$ cat config.mk
export PLATFORM = sky130hd
export DESIGN_NAME = cart_bs_detect
export DESIGN_NICKNAME = d
export VERILOG_FILES = /design/src/rtl/cart_pkg.sv /design/src/rtl/cart_sig_scan.sv /design/src/rtl/cart_bs_detect.sv
export SDC_FILE = /design/constraint.sdc
export NUM_CORES = 1
export LEC_CHECK = 0
export CAP_MARGIN = 20
export CORE_ASPECT_RATIO = 1.4
export CORE_MARGIN = 10
export CORE_UTILIZATION = 55
export CTS_CLUSTER_SIZE = 20
export DETAILED_ROUTE_END_ITERATION = 12
export GPL_TIMING_DRIVEN = 0
export PLACE_DENSITY_LB_ADDON = 0.05
export SLEW_MARGIN = 20
export SYNTH_ARGS = -nofsm -noshare
export SYNTH_HDL_FRONTEND = slang
export SYNTH_SLANG_ARGS = --single-unit
export TNS_END_PERCENT = 100
$ cat constraint.sdc
create_clock -name clk -period 7.8 [get_ports clk]
set_input_delay 1.56 -clock clk [delete_from_list [all_inputs] [get_ports clk]]
set_output_delay 1.56 -clock clk [all_outputs]
set_load 0.05 [all_outputs]
$ cat src/rtl/cart_pkg.sv
// Shared types and constants for the cartridge loader and bank-switch detector.
package cart_pkg;

  typedef enum logic [2:0] {
    ST_IDLE,
    ST_LOAD,
    ST_SCAN,
    ST_DECIDE,
    ST_FIN
  } state_t;

  typedef enum logic [3:0] {
    BS_NONE = 4'd0,
    BS_F8   = 4'd1,
    BS_F6   = 4'd2,
    BS_FE   = 4'd3,
    BS_E0   = 4'd4,
    BS_3F   = 4'd5,
    BS_F4   = 4'd6,
    BS_P2   = 4'd7,
    BS_FA   = 4'd8,
    BS_CV   = 4'd9
  } bs_t;

  localparam logic [16:0] SZ_4K     = 17'd4096;
  localparam logic [16:0] SZ_8K     = 17'd8192;
  localparam logic [16:0] SZ_P2_MIN = 17'd10240;
  localparam logic [16:0] SZ_P2_MAX = 17'd10495;
  localparam logic [16:0] SZ_12K    = 17'd12288;
  localparam logic [16:0] SZ_16K    = 17'd16384;
  localparam logic [16:0] SZ_32K    = 17'd32768;

  // 6502 opcodes and operands that make up the hotspot signatures.
  localparam logic [7:0] OP_STA_ABS = 8'h8D;
  localparam logic [7:0] OP_LDA_ABS = 8'hAD;
  localparam logic [7:0] OP_BIT_ABS = 8'h2C;
  localparam logic [7:0] HOT_LO_MIN = 8'hE0;
  localparam logic [7:0] HOT_LO_MAX = 8'hF7;
  localparam logic [7:0] HOT_HI     = 8'h1F;
  localparam logic [7:0] OP_STA_ZP  = 8'h85;
  localparam logic [7:0] ZP_3F      = 8'h3F;

  localparam int unsigned SC_FILL_LAST = 127;

  function automatic bs_t ext_to_bs(input logic [23:0] ext);
    bs_t bs;
    case (ext)
      ".F8":   bs = BS_F8;
      ".F6":   bs = BS_F6;
      ".FE":   bs = BS_FE;
      ".E0":   bs = BS_E0;
      ".3F":   bs = BS_3F;
      ".F4":   bs = BS_F4;
      ".P2":   bs = BS_P2;
      ".FA":   bs = BS_FA;
      ".CV":   bs = BS_CV;
      default: bs = BS_NONE;
    endcase
    return bs;
  endfunction

endpackage

$ cat src/rtl/cart_sig_scan.sv
// Signature scanner: 3-byte window over the ROM read stream, E0/3F hotspot
// counters and the SuperChip fill check on bytes 1..127.
module cart_sig_scan
  import cart_pkg::*;
#(
  parameter int ADDR_W = 15
) (
  input  logic              clk,
  input  logic              reset,
  input  logic              clear,
  input  logic              valid,
  input  logic [ADDR_W-1:0] addr,
  input  logic [7:0]        data,
  output logic [2:0]        e0_cnt,
  output logic [1:0]        c3f_cnt,
  output logic              sc_fill
);

  // Only the two previous bytes are stored; the post-shift window is
  // {w1_q, w2_q, data} with data as the newest byte.
  logic [7:0] w1_q;
  logic [7:0] w2_q;
  logic [7:0] first_byte;
  logic       e0_hit;
  logic       c3f_hit;
  logic       in_fill_range;

  always_comb begin
    e0_hit  = ((w1_q == OP_STA_ABS) || (w1_q == OP_LDA_ABS) || (w1_q == OP_BIT_ABS)) &&
              (w2_q >= HOT_LO_MIN) && (w2_q <= HOT_LO_MAX) && (data == HOT_HI);
    c3f_hit = (w2_q == OP_STA_ZP) && (data == ZP_3F);
    in_fill_range = (addr != '0) && (32'(addr) <= SC_FILL_LAST);
  end

  always_ff @(posedge clk) begin
    if (reset || clear) begin
      w1_q       <= '0;
      w2_q       <= '0;
      first_byte <= '0;
      e0_cnt     <= '0;
      c3f_cnt    <= '0;
      sc_fill    <= 1'b1;
    end else if (valid) begin
      w1_q <= w2_q;
      w2_q <= data;
      if (addr == '0) first_byte <= data;
      if (in_fill_range && (data != first_byte)) sc_fill <= 1'b0;
      if (e0_hit && (e0_cnt != 3'd7)) e0_cnt <= e0_cnt + 3'd1;
      if (c3f_hit && (c3f_cnt != 2'd3)) c3f_cnt <= c3f_cnt + 2'd1;
    end
  end

endmodule

$ cat src/rtl/cart_bs_detect.sv
// Cartridge load controller: tracks download size, latches the extension and,
// when no extension hint exists, scans the ROM to pick a bank-switch scheme.
module cart_bs_detect
  import cart_pkg::*;
#(
  parameter int          ADDR_W    = 15,
  parameter int unsigned E0_MIN    = 4,
  parameter int unsigned SIG3F_MIN = 2
) (
  input  logic              clk,
  input  logic              reset,
  input  logic              ioctl_download,
  input  logic              ioctl_wr,
  input  logic [16:0]       ioctl_addr,
  input  logic [23:0]       ext,
  input  logic              ext_s,
  input  logic [1:0]        sc_mode,
  input  logic [ADDR_W-1:0] console_addr,
  output logic [ADDR_W-1:0] rom_addr,
  input  logic [7:0]        rom_data,
  output logic              busy,
  output logic [3:0]        force_bs,
  output logic              sc,
  output logic [16:0]       rom_size,
  output logic              done
);

  localparam logic [16:0] ROM_CAP = 17'(1 << ADDR_W);

  state_t            state_q, state_d;
  logic              dl_q;
  logic              dl_rise, dl_fall;
  logic [23:0]       ext_q;
  logic              ext_s_q;
  logic [1:0]        sc_mode_q;
  logic              scanned_q;
  logic [ADDR_W-1:0] scan_ptr;
  logic [ADDR_W-1:0] scan_last;
  logic              issue_on;
  logic              rd_valid;
  logic [ADDR_W-1:0] rd_addr;
  logic [17:0]       size_cand;
  logic [16:0]       size_next;
  logic              start_load, start_scan, table_hit;
  logic              e0_ok, sig3f_ok, sc_d;
  bs_t               ext_bs, decide_bs;
  logic [2:0]        e0_cnt;
  logic [1:0]        c3f_cnt;
  logic              sc_fill;

  assign dl_rise   = ioctl_download & ~dl_q;
  assign dl_fall   = ~ioctl_download & dl_q;
  assign ext_bs    = ext_to_bs(ext_q);
  assign size_cand = {1'b0, ioctl_addr} + 18'd1;
  assign size_next = size_cand[17] ? 17'h1FFFF : size_cand[16:0];
  assign scan_last = (rom_size >= ROM_CAP) ? {ADDR_W{1'b1}} : ADDR_W'(rom_size - 17'd1);
  assign e0_ok     = 32'(e0_cnt) >= E0_MIN;
  assign sig3f_ok  = 32'(c3f_cnt) >= SIG3F_MIN;
  assign busy      = (state_q != ST_IDLE);
  assign rom_addr  = (state_q == ST_SCAN) ? scan_ptr : console_addr;

  // NOTE: every variable written here gets a default first, so no path infers a latch.
  always_comb begin
    state_d    = state_q;
    start_load = 1'b0;
    start_scan = 1'b0;
    table_hit  = 1'b0;
    case (state_q)
      ST_IDLE: if (dl_rise) begin
        state_d    = ST_LOAD;
        start_load = 1'b1;
      end
      ST_LOAD: if (dl_fall) begin
        if (ext_bs != BS_NONE) begin
          state_d   = ST_FIN;
          table_hit = 1'b1;
        end else if (rom_size == '0) begin
          state_d = ST_DECIDE;
        end else begin
          state_d    = ST_SCAN;
          start_scan = 1'b1;
        end
      end
      ST_SCAN: begin
        if (dl_rise) begin
          state_d    = ST_LOAD;
          start_load = 1'b1;
        end else if (rd_valid && (rd_addr == scan_last)) begin
          state_d = ST_DECIDE;
        end
      end
      ST_DECIDE: begin
        state_d = ST_FIN;
        if (dl_rise) begin
          state_d    = ST_LOAD;
          start_load = 1'b1;
        end
      end
      ST_FIN: begin
        // A download starting on the result cycle is not lost.
        state_d = ST_IDLE;
        if (dl_rise) begin
          state_d    = ST_LOAD;
          start_load = 1'b1;
        end
      end
      default: state_d = ST_IDLE;
    endcase
  end

  always_comb begin
    decide_bs = BS_NONE;
    if (rom_size <= SZ_4K)                                  decide_bs = BS_NONE;
    else if (rom_size == SZ_8K)                             decide_bs = e0_ok ? BS_E0 : (sig3f_ok ? BS_3F : BS_F8);
    else if ((rom_size >= SZ_P2_MIN) && (rom_size <= SZ_P2_MAX)) decide_bs = BS_P2;
    else if (rom_size == SZ_12K)                            decide_bs = BS_FA;
    else if (rom_size == SZ_16K)                            decide_bs = sig3f_ok ? BS_3F : BS_F6;
    else if (rom_size == SZ_32K)                            decide_bs = sig3f_ok ? BS_3F : BS_F4;
  end

  always_comb begin
    case (sc_mode_q)
      2'd0:    sc_d = ext_s_q | (sc_fill & scanned_q & (rom_size >= SZ_8K));
      2'd1:    sc_d = 1'b0;
      default: sc_d = 1'b1;
    endcase
  end

  // NOTE: non-blocking assignments so every register samples pre-edge values.
  always_ff @(posedge clk) begin
    if (reset) begin
      state_q   <= ST_IDLE;
      dl_q      <= 1'b0;
      ext_q     <= '0;
      ext_s_q   <= 1'b0;
      sc_mode_q <= '0;
      scanned_q <= 1'b0;
      scan_ptr  <= '0;
      issue_on  <= 1'b0;
      rd_valid  <= 1'b0;
      rd_addr   <= '0;
      rom_size  <= '0;
      force_bs  <= '0;
      sc        <= 1'b0;
      done      <= 1'b0;
    end else begin
      state_q <= state_d;
      dl_q    <= ioctl_download;
      done    <= 1'b0;

      if (start_load) begin
        rom_size  <= '0;
        ext_q     <= ext;
        ext_s_q   <= ext_s;
        sc_mode_q <= sc_mode;
        scanned_q <= 1'b0;
        issue_on  <= 1'b0;
        rd_valid  <= 1'b0;
      end else if ((state_q == ST_LOAD) && ioctl_wr && (size_next > rom_size)) begin
        rom_size <= size_next;
      end

      if (table_hit) force_bs <= ext_bs;

      if (start_scan) begin
        scan_ptr  <= '0;
        issue_on  <= 1'b1;
        scanned_q <= 1'b1;
      end else if ((state_q == ST_SCAN) && !start_load) begin
        rd_valid <= issue_on;
        rd_addr  <= scan_ptr;
        if (issue_on) begin
          if (scan_ptr == scan_last) issue_on <= 1'b0;
          else                       scan_ptr <= scan_ptr + 1'b1;
        end
      end

      if ((state_q == ST_DECIDE) && !start_load) force_bs <= decide_bs;

      if (state_q == ST_FIN) begin
        done <= 1'b1;
        sc   <= sc_d;
      end
    end
  end

  cart_sig_scan #(
    .ADDR_W (ADDR_W)
  ) u_sig_scan (
    .clk     (clk),
    .reset   (reset),
    .clear   (start_load),
    .valid   (rd_valid && (state_q == ST_SCAN)),
    .addr    (rd_addr),
    .data    (rom_data),
    .e0_cnt  (e0_cnt),
    .c3f_cnt (c3f_cnt),
    .sc_fill (sc_fill)
  );

endmodule

==> flow_summary.yaml <==
outcome:
  status: "completed"
sta:
  final.period_utilization_pct: 72.3
  finalClockSkew_ns: 0.00968
  rsz0062_at_grt: "no"
  final.setup.worst_slack_ns: 2.16
  period_needed_ns: 5.64
  setup_violations: 0
  fmax_ghz: 0.177
  slew_viol_final: 0
  tightest_slew_ns: 0.768
  hold_viol: 0
  max-slew-margin-rel_pct: 48.3
  finalSetupTns_ns: 0
placed_design:
  gp_congestion: 0.946
  io_buffers: 108
  place_ws_ns: 1.78
  hpwl_mm: 15.0
layout:
  antenna-diode-count: 0
  fillers: 1036
  area_growth_pct: 26.3
  nNetsFinal: 1129
  drive_gt1_share_pct: 6.51
synthesis:
  synthArstFlopShare_pct: 0
  synth.most_common_cell: "nand2_1"
  seq_area_frac_synth_pct: 33.5
  synth-edff-count: 0
  ys_warn_count: 0
  synth_top_area_share_pct: 33.5
  yosysTopAreaCell: "dfxtp_1"
  synth.distinct_cells: 65
  syn_area_per_cell_sq_um: 7.73
  postSynthCellCount: 904
  synth.net_count: 1002
  syn_area_sq_um: 6990
  synth_area_leaders: "dfxtp_1 (34%), nand2_1 (8.9%), a21oi_1 (6.2%)"
  synth_ff_type: "dfxtp_1"
  ys_ff_latch: 117
  yosys-top-cells-count: "nand2_1 (165), dfxtp_1 (117), a21oi_1 (86)"
detailed_routing:
  num_vias: 6862
  drt-total-wl_mm: 19.7
  antenna_left: 0
  via_per_inst: 5.75
  dr.pass1.iters: 5
  drc: 0
  wire_per_inst_um: 16.5
  drtIter0Drc: 458
global_route:
  grt_pass1_wl_mm: 32.7
  antenna_found_initial: 0
  gr-total-overflow: 0
  grt_pass1_vias: 6800
  grt_max_degree: 17
  grt_use_total_pct: 22.3
setup_path:
  r2r-start: "rom_size[0]"
  cp.required_ns: 8.08
  path_cells: "clkdlybuf4s50_1 -> and3_1 -> and3_1 -> nand4_1 -> or3_1 -> clkbuf_1 -> o21ai_0 -> ha_1 -> a21o_1 -> a21o_1 -> a211oi_1 -> o21ai_0 -> a21oi_1 -> nand4b_1 -> clkbuf_1 -> clkbuf_1 -> a211oi_1"
  cpPeakStageDelay_ns: 0.55
  cpMaxStageDelayCell: "clkdlybuf4s50_1"
  worstPathMaxFanout: 10
  path_class: "in2reg"
  cp.arrival_ns: 5.92
  crit_path_start: "ioctl_addr[9]"
  worst_path_most_repeated_cell: "clkbuf_1"
  end_kind: "flop"
  cp-start-kind: "primary input"
power:
  clock_power_share_pct: 35.1
  vdd_drop_max_uv: 206
  powerDensity_nw_per_um2: 245
  switching_share_pct: 35.7
  p_int_mw: 1.39
  switchingPower_mw: 0.772
  power_frac_comb_pct: 33.9
  p_leak_nw: 3.12
  seq_power_share_pct: 31.0
die:
  dieArea_sq_um: 17700
  core_area_sq_um: 12400
  start_util_pct: 56.5
  rows: 48
  fp.dieH_um: 153
  die-width_um: 115
  ios: 110
clock_tree:
  clock-sinks: 117
  post_cts_buffers: 0
  cts_buffers: 17
  cts_tree: "yes"
  cts-htree-levels: 4
  cts-root-buf: "clkbuf_16"
  clk_pin_slew_worst_paths_ns: 0.06
  clk_latency_ns: 0.42
  ctsResizeCount: 0
  cts-hold-fix-buffers: 0
  clockBufferDepth: 2
hold_path:
  min_from: "ext_q[20]"
  min_path_type: "reg2reg"
job:
  cap_viol_max_count: 0
## layout by cell type, fill, tap and decap left out, types with 6 or more instances in the layout
cell type and n:
a211oi_1 17, dfxtp_1 117, nand4_1 17, nor2_1 81, or3_1 7, ha_1 27, nand2_1 165, xor2_1 11
nor2b_1 6, a21oi_1 86, nand2b_1 18, mux2i_1 20, a31oi_1 7, nand3_1 27, clkbuf_1 38, mux2_2 16
a21o_1 9, clkbuf_16 17, nor3_1 34, o21ai_0 15, inv_1 26, buf_1 7, clkdlybuf4s50_1 108, xnor2_1 43
nor4_1 19, and3_1 17
## path summary, 6_finish.rpt
path,end,slack [ns],depth (start not counted)
max,rom_size[6],2.16,17
min,ext_q[20],0.45,2
max reg2reg,scan_ptr[13],4.37,12
min reg2reg,ext_q[20],0.45,2
## area by class of cell
class | instances | area (sq um) | area share, %
timing repair buffer | 108 | 1080 | 12.2
buffer | 47 | 200 | 2.27
clock buffer | 22 | 474 | 5.37
sequential | 117 | 2340 | 26.5
inverter | 26 | 97.6 | 1.11
clock inverter | 10 | 96.3 | 1.09
multi-input combinational | 714 | 4350 | 49.3
tap | 150 | 188 | 2.13
## worst max-delay path, delay by kind of cell
kind,cells,cell delay (ns)
buffers and inverters,4,1.71
and+or+nand+nor,5,1.17
AOI/OAI and AO/OA,7,1.17
adders and majority gates,1,0.31
## cell families (layout without fill, tap and decap cells)
group	Yosys count	in the layout	share of synthesized area, %
AO/OA/AOI/OAI	164	164	14.2
XOR/XNOR	56	56	7.32
adder cells (fa/ha/maj)	27	27	4.83
buffers and inverters	73	213	4.26
flip-flops	117	117	33.5
multiplexers	37	37	5.66
AND/OR/NAND/NOR	430	430	30.2
## metrics by stage
step | hold WS [ns] | instance area [sq um] | power (mW) | utilization (%) | std cells
after floorplan | 0.426 | 6990 | 1.20 | - | 904
after global placement | 0.440 | 8260 | 1.40 | 66.8 | 1162
after detailed placement | 0.445 | 8260 | 1.40 | 66.8 | 1162
after CTS | 0.453 | 8830 | 2.16 | 71.4 | 1194
final | 0.451 | 8830 | 2.16 | 71.4 | 1194
after global routing | 0.475 | 8830 | 2.26 | 71.4 | 1194
## routing by layer
| layer | GRT usage [%] | wire [um] |
|---|---|---|
| met5 | 0 | 0 |
| met4 | 8.98 | 586 |
| met3 | 4.00 | 863 |
| met2 | 40.0 | 10400 |
| met1 | 24.8 | 7850 |
## state kept, by name, summed over array words and instances (netlist names), 4 cells and up
signal	count
rd_addr	15
force_bs	4
u_sig_scan.first_byte	8
ext_q	24
u_sig_scan.w1_q	8
scan_ptr	15
u_sig_scan.w2_q	8
rom_size	17
## power groups by stage
stage / registers, mW / logic, mW / clock network [mW]
2_1_floorplan: 0.710 / 0.490 / 0
3_3_place_gp: 0.681 / 0.716 / 0
3_5_place_dp: 0.681 / 0.723 / 0
4_1_cts: 0.669 / 0.731 / 0.757
5_1_grt: 0.675 / 0.794 / 0.788
6_report: 0.670 / 0.734 / 0.759
(Power assumes the default switching activity.)
